File: config.mk
export PLATFORM = sky130hd
export DESIGN_NAME = llsc_unit_flat
export DESIGN_NICKNAME = d
export VERILOG_FILES = /design/src/rtl/llsc_pkg.sv /design/src/rtl/llsc_unit_if.sv /design/src/rtl/llsc_unit.sv /design/src/flat_wrapper.sv
export SDC_FILE = /design/constraint.sdc
export NUM_CORES = 1
export LEC_CHECK = 0
export BUFFER_PORTS_ARGS = -buffer_cell sky130_fd_sc_hd__buf_2
export CAP_MARGIN = 20
export CORE_UTILIZATION = 35
export DETAILED_ROUTE_END_ITERATION = 6
export GPL_TIMING_DRIVEN = 0
export PLACE_DENSITY_LB_ADDON = 0.2
export SLEW_MARGIN = 20
export SYNTH_ARGS = -nofsm -noshare
export SYNTH_HDL_FRONTEND = slang
export SYNTH_SLANG_ARGS = --single-unit
File: constraint.sdc
create_clock -name clk -period 1.8 [get_ports clk]
set_input_delay 0.36 -clock clk [delete_from_list [all_inputs] [get_ports clk]]
set_output_delay 0.36 -clock clk [all_outputs]
set_load 0.05 [all_outputs]
File: src/rtl/llsc_pkg.sv
// Shared types and constants for the LL.W / SC.W atomic-access unit.
package llsc_pkg;

  typedef enum logic [2:0] {
    S_IDLE,
    S_REQ,
    S_RESP,
    S_DRAIN,
    S_DONE
  } llsc_state_e;

  localparam logic [5:0]  ECODE_ALE      = 6'h09;
  localparam int unsigned MEM_WORD_BYTES = 4;
  localparam int unsigned WORD_OFS_W     = $clog2(MEM_WORD_BYTES);

  function automatic logic is_misaligned(input logic [WORD_OFS_W-1:0] ofs);
    return ofs != '0;
  endfunction

endpackage

File: src/rtl/llsc_unit_if.sv
// Issue, memory, writeback and LLBCTL signals of the LL/SC unit.
interface llsc_unit_if #(
  parameter int ADDR_W = 32,
  parameter int TAG_W  = 6
);
  logic              op_valid;
  logic              op_ready;
  logic              op_is_sc;
  logic [ADDR_W-1:0] op_addr;
  logic [31:0]       op_wdata;
  logic [TAG_W-1:0]  op_tag;
  logic              llbit_i;
  logic              flush;

  logic              mem_req_valid;
  logic              mem_req_ready;
  logic              mem_req_we;
  logic [ADDR_W-1:0] mem_req_addr;
  logic [31:0]       mem_req_wdata;
  logic              mem_resp_valid;
  logic [31:0]       mem_resp_rdata;

  logic              wb_valid;
  logic [TAG_W-1:0]  wb_tag;
  logic [31:0]       wb_data;
  logic              exc_valid;
  logic [5:0]        exc_ecode;
  logic [ADDR_W-1:0] exc_badv;
  logic              ll_o;
  logic              sc_o;

  // The unit itself.
  modport slave (
    input  op_valid, op_is_sc, op_addr, op_wdata, op_tag, llbit_i, flush,
           mem_req_ready, mem_resp_valid, mem_resp_rdata,
    output op_ready, mem_req_valid, mem_req_we, mem_req_addr, mem_req_wdata,
           wb_valid, wb_tag, wb_data, exc_valid, exc_ecode, exc_badv, ll_o, sc_o
  );

  // Issue stage, memory and LLBCTL seen together.
  modport master (
    output op_valid, op_is_sc, op_addr, op_wdata, op_tag, llbit_i, flush,
           mem_req_ready, mem_resp_valid, mem_resp_rdata,
    input  op_ready, mem_req_valid, mem_req_we, mem_req_addr, mem_req_wdata,
           wb_valid, wb_tag, wb_data, exc_valid, exc_ecode, exc_badv, ll_o, sc_o
  );

endinterface

File: src/rtl/llsc_unit.sv
// LL.W / SC.W execution unit: alignment check, LLbit-based SC decision,
// one memory transaction, writeback and single-cycle pulses to LLBCTL.
//
// state   | meaning
// IDLE    | waiting for an op; op_ready high unless flushing
// REQ     | memory request held until mem_req_ready
// RESP    | waiting for the single response
// DRAIN   | op flushed after the request left; swallow one response
// DONE    | one-cycle result: writeback, ALE report, ll/sc pulse
module llsc_unit
  import llsc_pkg::*;
#(
  parameter int ADDR_W = 32,
  parameter int TAG_W  = 6
) (
  input logic       clk,
  input logic       rst,
  llsc_unit_if.slave bus
);

  llsc_state_e       state_q;
  logic              is_sc_q;
  logic [ADDR_W-1:0] addr_q;
  logic [31:0]       wdata_q;
  logic [TAG_W-1:0]  tag_q;

  logic              wb_valid_q;
  logic [TAG_W-1:0]  wb_tag_q;
  logic [31:0]       wb_data_q;
  logic              exc_valid_q;
  logic [5:0]        exc_ecode_q;
  logic [ADDR_W-1:0] exc_badv_q;
  logic              ll_q;
  logic              sc_q;

  logic              op_ready_w;
  logic              accept;

  assign op_ready_w = (state_q == S_IDLE) && !bus.flush;
  assign accept     = bus.op_valid && op_ready_w;

  always_ff @(posedge clk) begin
    if (rst) begin
      state_q     <= S_IDLE;
      is_sc_q     <= 1'b0;
      addr_q      <= '0;
      wdata_q     <= '0;
      tag_q       <= '0;
      wb_valid_q  <= 1'b0;
      wb_tag_q    <= '0;
      wb_data_q   <= '0;
      exc_valid_q <= 1'b0;
      exc_ecode_q <= '0;
      exc_badv_q  <= '0;
      ll_q        <= 1'b0;
      sc_q        <= 1'b0;
    end else begin
      // Result registers are live only for the single DONE cycle.
      wb_valid_q  <= 1'b0;
      wb_tag_q    <= '0;
      wb_data_q   <= '0;
      exc_valid_q <= 1'b0;
      exc_ecode_q <= '0;
      exc_badv_q  <= '0;
      ll_q        <= 1'b0;
      sc_q        <= 1'b0;

      case (state_q)
        S_IDLE: begin
          if (accept) begin
            is_sc_q <= bus.op_is_sc;
            addr_q  <= bus.op_addr;
            wdata_q <= bus.op_wdata;
            tag_q   <= bus.op_tag;
            if (is_misaligned(bus.op_addr[WORD_OFS_W-1:0])) begin
              state_q     <= S_DONE;
              exc_valid_q <= 1'b1;
              exc_ecode_q <= ECODE_ALE;
              exc_badv_q  <= bus.op_addr;
            end else if (bus.op_is_sc && !bus.llbit_i) begin
              // Reservation already lost: SC fails without touching memory.
              state_q    <= S_DONE;
              wb_valid_q <= 1'b1;
              wb_tag_q   <= bus.op_tag;
              sc_q       <= 1'b1;
            end else begin
              state_q <= S_REQ;
            end
          end
        end

        S_REQ: begin
          if (bus.flush) begin
            state_q <= bus.mem_req_ready ? S_DRAIN : S_IDLE;
          end else if (bus.mem_req_ready) begin
            state_q <= S_RESP;
          end
        end

        S_RESP: begin
          if (bus.mem_resp_valid) begin
            if (bus.flush) begin
              state_q <= S_IDLE;
            end else begin
              state_q    <= S_DONE;
              wb_valid_q <= 1'b1;
              wb_tag_q   <= tag_q;
              if (is_sc_q) begin
                wb_data_q <= 32'd1;
                sc_q      <= 1'b1;
              end else begin
                wb_data_q <= bus.mem_resp_rdata;
                ll_q      <= 1'b1;
              end
            end
          end else if (bus.flush) begin
            state_q <= S_DRAIN;
          end
        end

        S_DRAIN: begin
          if (bus.mem_resp_valid) state_q <= S_IDLE;
        end

        S_DONE:  state_q <= S_IDLE;

        default: state_q <= S_IDLE;
      endcase
    end
  end

  assign bus.op_ready      = op_ready_w;
  assign bus.mem_req_valid = (state_q == S_REQ);
  assign bus.mem_req_we    = is_sc_q;
  assign bus.mem_req_addr  = addr_q;
  assign bus.mem_req_wdata = wdata_q;

  // A flush during DONE kills the result and the LLBCTL pulse.
  assign bus.wb_valid  = wb_valid_q && !bus.flush;
  assign bus.wb_tag    = wb_tag_q;
  assign bus.wb_data   = wb_data_q;
  assign bus.exc_valid = exc_valid_q && !bus.flush;
  assign bus.exc_ecode = exc_ecode_q;
  assign bus.exc_badv  = exc_badv_q;
  assign bus.ll_o      = ll_q && !bus.flush;
  assign bus.sc_o      = sc_q && !bus.flush;

endmodule

File: src/flat_wrapper.sv
// flat-port wrapper written by rule: the top's interface ports become plain ports
module llsc_unit_flat import llsc_pkg::*;
#(
  parameter int ADDR_W = 32,
  parameter int TAG_W  = 6
)
  (clk, rst, bus_op_valid, bus_op_is_sc, bus_op_addr, bus_op_wdata, bus_op_tag, bus_llbit_i, bus_flush, bus_mem_req_ready, bus_mem_resp_valid, bus_mem_resp_rdata, bus_op_ready, bus_mem_req_valid, bus_mem_req_we, bus_mem_req_addr, bus_mem_req_wdata, bus_wb_valid, bus_wb_tag, bus_wb_data, bus_exc_valid, bus_exc_ecode, bus_exc_badv, bus_ll_o, bus_sc_o);
  llsc_unit_if #(.ADDR_W(ADDR_W), .TAG_W(TAG_W)) bus_i ();
  input logic clk;
  input logic rst;
  input wire logic [$bits(bus_i.op_valid)-1:0] bus_op_valid;
  input wire logic [$bits(bus_i.op_is_sc)-1:0] bus_op_is_sc;
  input wire logic [$bits(bus_i.op_addr)-1:0] bus_op_addr;
  input wire logic [$bits(bus_i.op_wdata)-1:0] bus_op_wdata;
  input wire logic [$bits(bus_i.op_tag)-1:0] bus_op_tag;
  input wire logic [$bits(bus_i.llbit_i)-1:0] bus_llbit_i;
  input wire logic [$bits(bus_i.flush)-1:0] bus_flush;
  input wire logic [$bits(bus_i.mem_req_ready)-1:0] bus_mem_req_ready;
  input wire logic [$bits(bus_i.mem_resp_valid)-1:0] bus_mem_resp_valid;
  input wire logic [$bits(bus_i.mem_resp_rdata)-1:0] bus_mem_resp_rdata;
  output wire logic [$bits(bus_i.op_ready)-1:0] bus_op_ready;
  output wire logic [$bits(bus_i.mem_req_valid)-1:0] bus_mem_req_valid;
  output wire logic [$bits(bus_i.mem_req_we)-1:0] bus_mem_req_we;
  output wire logic [$bits(bus_i.mem_req_addr)-1:0] bus_mem_req_addr;
  output wire logic [$bits(bus_i.mem_req_wdata)-1:0] bus_mem_req_wdata;
  output wire logic [$bits(bus_i.wb_valid)-1:0] bus_wb_valid;
  output wire logic [$bits(bus_i.wb_tag)-1:0] bus_wb_tag;
  output wire logic [$bits(bus_i.wb_data)-1:0] bus_wb_data;
  output wire logic [$bits(bus_i.exc_valid)-1:0] bus_exc_valid;
  output wire logic [$bits(bus_i.exc_ecode)-1:0] bus_exc_ecode;
  output wire logic [$bits(bus_i.exc_badv)-1:0] bus_exc_badv;
  output wire logic [$bits(bus_i.ll_o)-1:0] bus_ll_o;
  output wire logic [$bits(bus_i.sc_o)-1:0] bus_sc_o;
  assign bus_i.op_valid = bus_op_valid;
  assign bus_i.op_is_sc = bus_op_is_sc;
  assign bus_i.op_addr = bus_op_addr;
  assign bus_i.op_wdata = bus_op_wdata;
  assign bus_i.op_tag = bus_op_tag;
  assign bus_i.llbit_i = bus_llbit_i;
  assign bus_i.flush = bus_flush;
  assign bus_i.mem_req_ready = bus_mem_req_ready;
  assign bus_i.mem_resp_valid = bus_mem_resp_valid;
  assign bus_i.mem_resp_rdata = bus_mem_resp_rdata;
  assign bus_op_ready = bus_i.op_ready;
  assign bus_mem_req_valid = bus_i.mem_req_valid;
  assign bus_mem_req_we = bus_i.mem_req_we;
  assign bus_mem_req_addr = bus_i.mem_req_addr;
  assign bus_mem_req_wdata = bus_i.mem_req_wdata;
  assign bus_wb_valid = bus_i.wb_valid;
  assign bus_wb_tag = bus_i.wb_tag;
  assign bus_wb_data = bus_i.wb_data;
  assign bus_exc_valid = bus_i.exc_valid;
  assign bus_exc_ecode = bus_i.exc_ecode;
  assign bus_exc_badv = bus_i.exc_badv;
  assign bus_ll_o = bus_i.ll_o;
  assign bus_sc_o = bus_i.sc_o;
  llsc_unit #(.ADDR_W(ADDR_W), .TAG_W(TAG_W)) u_core (.clk(clk), .rst(rst), .bus(bus_i));
endmodule
-- After elaboration in Yosys (flattened, before gate mapping)
Index checks and enable logic that the tools add are counted.
Widths: inputs -> output; s select.
- add/sub/neg operators: 0
- multipliers: 0
- div/mod/pow operators: 0
- magnitude comparators: 0
- eq/ne operators: 7
- shift operators: 0
- mux-type cells: 31
- bitwise gates (word level): 5
- reductions and logical operators: 17
- operators by type and width (operator ; count):
    $mux 6 ; 5
    $mux 3 ; 9
    $pmux 3 s4 ; 1
    $pmux 6 s2 ; 1
    $mux 1 ; 11
    $reduce_or 4->1 ; 2
    $logic_and 1x1->1 ; 7
    $eq 3x2->1 const B ; 2
    $ne 3x3->1 const B ; 2
    $not 1->1 ; 5
    $reduce_or 5->1 ; 1
    $mux 4 ; 1
    $pmux 1 s2 ; 2
    $reduce_and 4->1 ; 1
    $eq 3x1->1 const B ; 1
    $logic_not 3->1 ; 1
    $reduce_or 3->1 ; 1
    $logic_not 1->1 ; 2
    $mux 2 ; 1
    $ne 2x1->1 const B ; 1
    $ne 2x2->1 const B ; 1
    $reduce_and 2->1 ; 1
    $reduce_bool 2->1 ; 1
- bits in registers: 154
- latch bits: 0
- memory bits (writable): 0
- ROM bits: 0
- input port bits: 110
- output and inout bits: 147
- word-level logic and storage cells: 74
- memories kept: 0

-- Logic depth before layout (Yosys ltp)
- depth in word-level cells: 6
- mapped depth: 6
- mapped depth without buffers: 4

-- Worst setup path before layout
No wires, ideal clock.
- path kind: register to register
- start: reg u_core.state_q[2]
- end: reg u_core.is_sc_q (netlist: u_core.bus.mem_req_we)
- setup time: 132 ps
- data arrival time: 1795 ps
- data required time: 1668 ps
- slack: -128 ps
- stages on the path, launching flop included: 7
- buffers on the path: 2
- period minus slack after synthesis: 1928 ps
- cell sequence: dfxtp_1 > nor4_4 > nand2_1 > buf_2 > clkbuf_1 > nand2_1 > a21oi_1
- longest elaborated chain between the ends: 4
- RTL lines (element ; RTL line ; RTL):
    start: declaration ; llsc_unit.sv:21 ; llsc_state_e state_q;
    start signal: assignment ; llsc_unit.sv:94 ; state_q <= bus.mem_req_ready ? S_DRAIN : S_IDLE;
    $logic_not 3->1 ; llsc_unit.sv:39 ; assign op_ready_w = (state_q == S_IDLE) && !bus.flush;
    $logic_and 1x1->1 ; llsc_unit.sv:39 ;
    named net bus_op_ready ; flat_wrapper.sv:21 ; output wire logic [$bits(bus_i.op_ready)-1:0] bus_op_ready;
    $logic_and 1x1->1 ; llsc_unit.sv:40 ; assign accept = bus.op_valid && op_ready_w;
    $reduce_and 2->1 (no line) ; -- ;
    end signal: assignment ; llsc_unit.sv:71 ; is_sc_q <= bus.op_is_sc;
    end: declaration ; llsc_unit.sv:22 ; logic is_sc_q;
The timed path passes the listed nets, and every way through them passes these cells.
A chain may end at the register's enable or synchronous reset.

-- Worst setup path in the final report
- start: reg u_core.state_q[2]
- end: out bus_mem_req_valid
- longest elaborated chain between the ends: 1
- RTL lines (element ; RTL line ; RTL):
    $eq 3x1->1 ; llsc_unit.sv:133 ; assign bus.mem_req_valid = (state_q == S_REQ);
    end: declaration ; flat_wrapper.sv:22 ; output wire logic [$bits(bus_i.mem_req_valid)-1:0] bus_mem_req_valid;
No other way between the ends.

==> results.txt <==
* Drt pass-1 iters: 4
- Tmin final: 1.70 ns
- Global router's overall resource usage: a little under a fifth
- The first global-routing pass estimated approximately 20000 um of wire.
* Die X-Extent: around 120 um
- Before CTS, the worst setup slack after placement is -0.152 ns.
- Area growth from synthesis to layout: 45.6%
- Sequential cells were found to cover 62.1% of the synthesized design area.
- Measured in cells, the most critical reg-to-reg path has a length of 4.
- Fraction of synthesis flops using an asynchronous set or reset pin: 0%
* FF-to-FF setup slack: 0.14 ns
* Worst Hold Endpoint: u_core.bus.wb_data[0]$_SDFF_PP0_
- Antenna diode count: 0
* Number of nets in the layout: 893
- Max-cap violations in this run came to 0.
- Detailed placement finished with a half-perimeter wire length of slightly below 10000 um.
- From bottom edge to top edge, the die measures about 120 um.
* Crit path arrival time: between 1 and 1.5 ns
- Global routing finished with a remaining overflow of 0.
- Endpoints failing hold: 0
- For this run, design rule violations remaining after detail routing come to 0.
* Vias in the first global route: between 4000 and 5000
- Routability-driven placement finished with a final weighted congestion of approximately 0.79.
- In the synthesized netlist the dominant register cell turns out to be sky130_fd_sc_hd__dfxtp_1.
- The post-route netlist has 40.2% of its cells at a drive strength greater than 1.
* Synth Cell Area: 4770 um^2
* Clock latency of the later-clocked register in the worst-skew pair: approximately 0.42 ns
* Gate count after technology mapping: 510
- Biggest area contributors in the synthesized netlist: sky130_fd_sc_hd__dfxtp_1, sky130_fd_sc_hd__nand2_1, sky130_fd_sc_hd__and2_1
- Drt initial violations: roughly 140
- Dividing total power by cell area gives a power density of 1190 nW/um^2.
- Setup violators final: 0
- Count of buffers added by post-CTS timing repair for setup: 0
- The flow ran to the end, and the final reports show no timing, DRC or antenna violations.
* RSZ-0062 raised after global routing: true
- The largest single stage delay on the critical path is between 0.4 and 0.5 ns.
- Launch point of the worst reg-to-reg path: u_core.state_q[2]$_SDFFE_PP0P_
- Dividing the synthesized area by the synthesized cell count gives 9.36 um^2.
- For this design, the CTS-stage hold fixing added 0 buffers.
* H-Tree Level Count: 4
- Initial core utilization: between 30% and 40%
- Count of input and output buffers: 251
* Yosys warnings: 0
* Vias after detailed routing: 4339
- Of all nets on the critical path, the largest fanout is 8.
- Counting distinct cell types in the post-synthesis netlist gives 29.
- WL/cell: 13.2 um
- Maximum root-to-sink buffer count: 2
* Capturing point of the worst reg2reg path: u_core.bus.wb_tag[3]$_SDFF_PP0_
- Slowest library cell on the worst path: sky130_fd_sc_hd__dfxtp_2
- Pin count of the biggest net entering global routing: 17
- Instance count along the most critical hold path: 2
- Clk network pwr share: 43.5%
* Area leader, netlist: sky130_fd_sc_hd__dfxtp_1
- Buffers inserted during clock tree synthesis total 17.
- Proportion of netlist area held by the largest area contributor: 62.1%
- Class of the most critical hold timing path: primary input to register
- Worst Path Class, Setup: register to primary output
* Hold wc startpoint: bus_mem_resp_rdata[0]
* Cell leakage power: 3.39 nW
- For the pin with the worst max-slew slack, the measured transition is approximately 0.85 ns.
* Hold WS: between 0.1 and 0.15 ns
- Clock tree from TritonCTS: built
- Clock tree synthesis selected as its root buffer the cell sky130_fd_sc_hd__clkbuf_16.
* Area enclosed by the die boundary: 14100 um^2
- The number of antenna violations at the first check in global routing is 0.
* Final setup slack of the worst path: 0.104 ns
* Most frequent standard cell in the layout excluding fill and tap cells: sky130_fd_sc_hd__buf_2
* Worst setup skew after layout: 0.0141 ns
* Most frequent cells in the layout: sky130_fd_sc_hd__buf_2, sky130_fd_sc_hd__nand2_1, sky130_fd_sc_hd__dfxtp_1, sky130_fd_sc_hd__a21oi_1, sky130_fd_sc_hd__and2_1
- Internal power comes to 0.00604 W.
- Registers are responsible for around 42% of the overall power.
* Boundary pin count: approximately 260
* Data required time at the worst endpoint: 1.44 ns
* Final Max Tran Viols: 0
* Clock Sinks: 148
- Switching power as a share of total power: 26.7%
- Headroom to the max-slew limit: around 43%
- Antenna-violating nets left: 0
* Total routed wirelength: about 13000 um
- Combinational group share of total power: 14.2%
- The analysis attributes to net switching a power of 0.00220 W.
* Crit path cell chain: nor2_1 > and2_1 > clkbuf_4
* Peak clock frequency supported by timing: 590 MHz
* Number of storage elements in the synthesis netlist: 148
- In the finished design, the share of the clock period the worst path needs comes to a little over nine tenths.
- Number of enable flip-flop cells after synthesis: 0
- In this run the core area contains 42 standard-cell rows.
- STA classifies the critical path endpoint as a primary output.
- VDD sags by at most between 0.5 and 0.6 mV.
- STA classifies the critical path startpoint as a register.
- Core area: about 13000 um^2
- Clock-pin slew was measured on the worst setup and hold paths at 0.06 ns.
* Vias per cell: 4.46
[timing repair]
action | CTS | global route
setup endpoints to repair | 2 | 24
pin swaps | 0 | 0
resized for setup | 3 | 2
[registers in the layout (all words and copies together), names as in the netlist]
register and cells:
u_core.bus.exc_badv 32, u_core.bus.exc_ecode 1, u_core.bus.mem_req_addr 32, u_core.bus.mem_req_wdata 32, u_core.bus.mem_req_we 1, u_core.bus.wb_data 32, u_core.bus.wb_tag 6, u_core.ll_q 1
u_core.sc_q 1, u_core.state_q 3, u_core.tag_q 6, u_core.wb_valid_q 1
[cell families (layout without fill, tap and decap cells)]
logic type / after synthesis / after routing / synth area share (%)
other cells: 1 / 4 / 0.0785
simple gates: 236 / 236 / 23.9
buf+inv: 39 / 322 / 4.09
compound gates: 86 / 86 / 9.88
flops: 148 / 148 / 62.1
[power by group through the flow]
stage	Combinational [W]	Clock [W]	Sequential, W
after floorplan	0.000400	0	0.00396
after global placement	0.00115	0	0.00355
after detailed placement	0.00117	0	0.00356
after CTS	0.00117	0.00365	0.00349
after global routing	0.00125	0.00381	0.00351
final	0.00117	0.00359	0.00349
[area by class of cell]
cell class | instances | area [um^2]
Buffer | 38 | 248
Clock buffer | 24 | 522
Clock inverter | 8 | 95.1
Fill cell | 1280 | 6340
Inverter | 1 | 3.75
Multi-Input combinational cell | 326 | 1630
Sequential cell | 148 | 2970
Tap cell | 176 | 220
Timing Repair Buffer | 251 | 1260
[metal layers]
layer / GRT usage (%) / up-vias / routed length [um]
met5: 0 / - / 0
met2: 29.8 / 155 / 6160
met3: 5.65 / 19 / 833
met4: 9.41 / 0 / 294
met1: 21.2 / 1989 / 5550
li1: - / 2176 / -
[worst max-delay path, delay by kind of cell, from the launching register on]
family / cells / cell delay [ns]
DFF: 1 / 0.44
and+or+nand+nor: 2 / 0.25
buffers and inverters: 1 / 0.22
[cells in the mapped netlist, types with 3 or more instances]
| cell | n |
|---|---|
| sky130_fd_sc_hd__buf_4 | 8 |
| sky130_fd_sc_hd__and2_1 | 63 |
| sky130_fd_sc_hd__buf_2 | 13 |
| sky130_fd_sc_hd__nor3_1 | 3 |
| sky130_fd_sc_hd__nor3b_1 | 3 |
| sky130_fd_sc_hd__buf_1 | 3 |
| sky130_fd_sc_hd__a21oi_1 | 76 |
| sky130_fd_sc_hd__clkbuf_1 | 12 |
| sky130_fd_sc_hd__nor2b_1 | 5 |
| sky130_fd_sc_hd__nand2_1 | 146 |
| sky130_fd_sc_hd__a32o_1 | 6 |
| sky130_fd_sc_hd__dfxtp_1 | 148 |
| sky130_fd_sc_hd__nor2_1 | 4 |
[worst max-delay path by stage]
| stage | start | end | slack [ns] | depth (start not counted) |
|---|---|---|---|---|
| 5_1_grt | u_core.state_q[2]$_SDFFE_PP0P_ | u_core.bus.wb_data[23]$_SDFF_PP0_ | -0.0002 | 5 |
| 3_5_place_dp | bus_flush | u_core.bus.exc_badv[23]$_SDFF_PP0_ | -0.15 | 6 |
| 3_3_place_gp | bus_flush | u_core.bus.exc_badv[10]$_SDFF_PP0_ | -0.11 | 6 |
| 2_1_floorplan | bus_flush | u_core.bus.wb_tag[0]$_SDFF_PP0_ | -0.05 | 6 |
| 6_report | u_core.state_q[2]$_SDFFE_PP0P_ | bus_mem_req_valid | 0.10 | 3 |
| 4_1_cts | u_core.state_q[2]$_SDFFE_PP0P_ | bus_mem_req_valid | 0.05 | 3 |
[per-stage QoR]
step | std cells | power, W | setup TNS [ns] | utilization [%] | cell area [um^2]
6_report | 972 | 0.00825 | 0 | 52.3 | 6950
5_1_grt | 972 | 0.00857 | -0.000160 | 52.3 | 6950
3_5_place_dp | 940 | 0.00473 | -7.36 | 47.5 | 6320
4_1_cts | 972 | 0.00832 | 0 | 52.2 | 6940
2_1_floorplan | 513 | 0.00436 | -2.34 | - | 4840
3_3_place_gp | 940 | 0.00471 | -3.21 | 47.5 | 6320
Power figures use the tool's default switching activity.
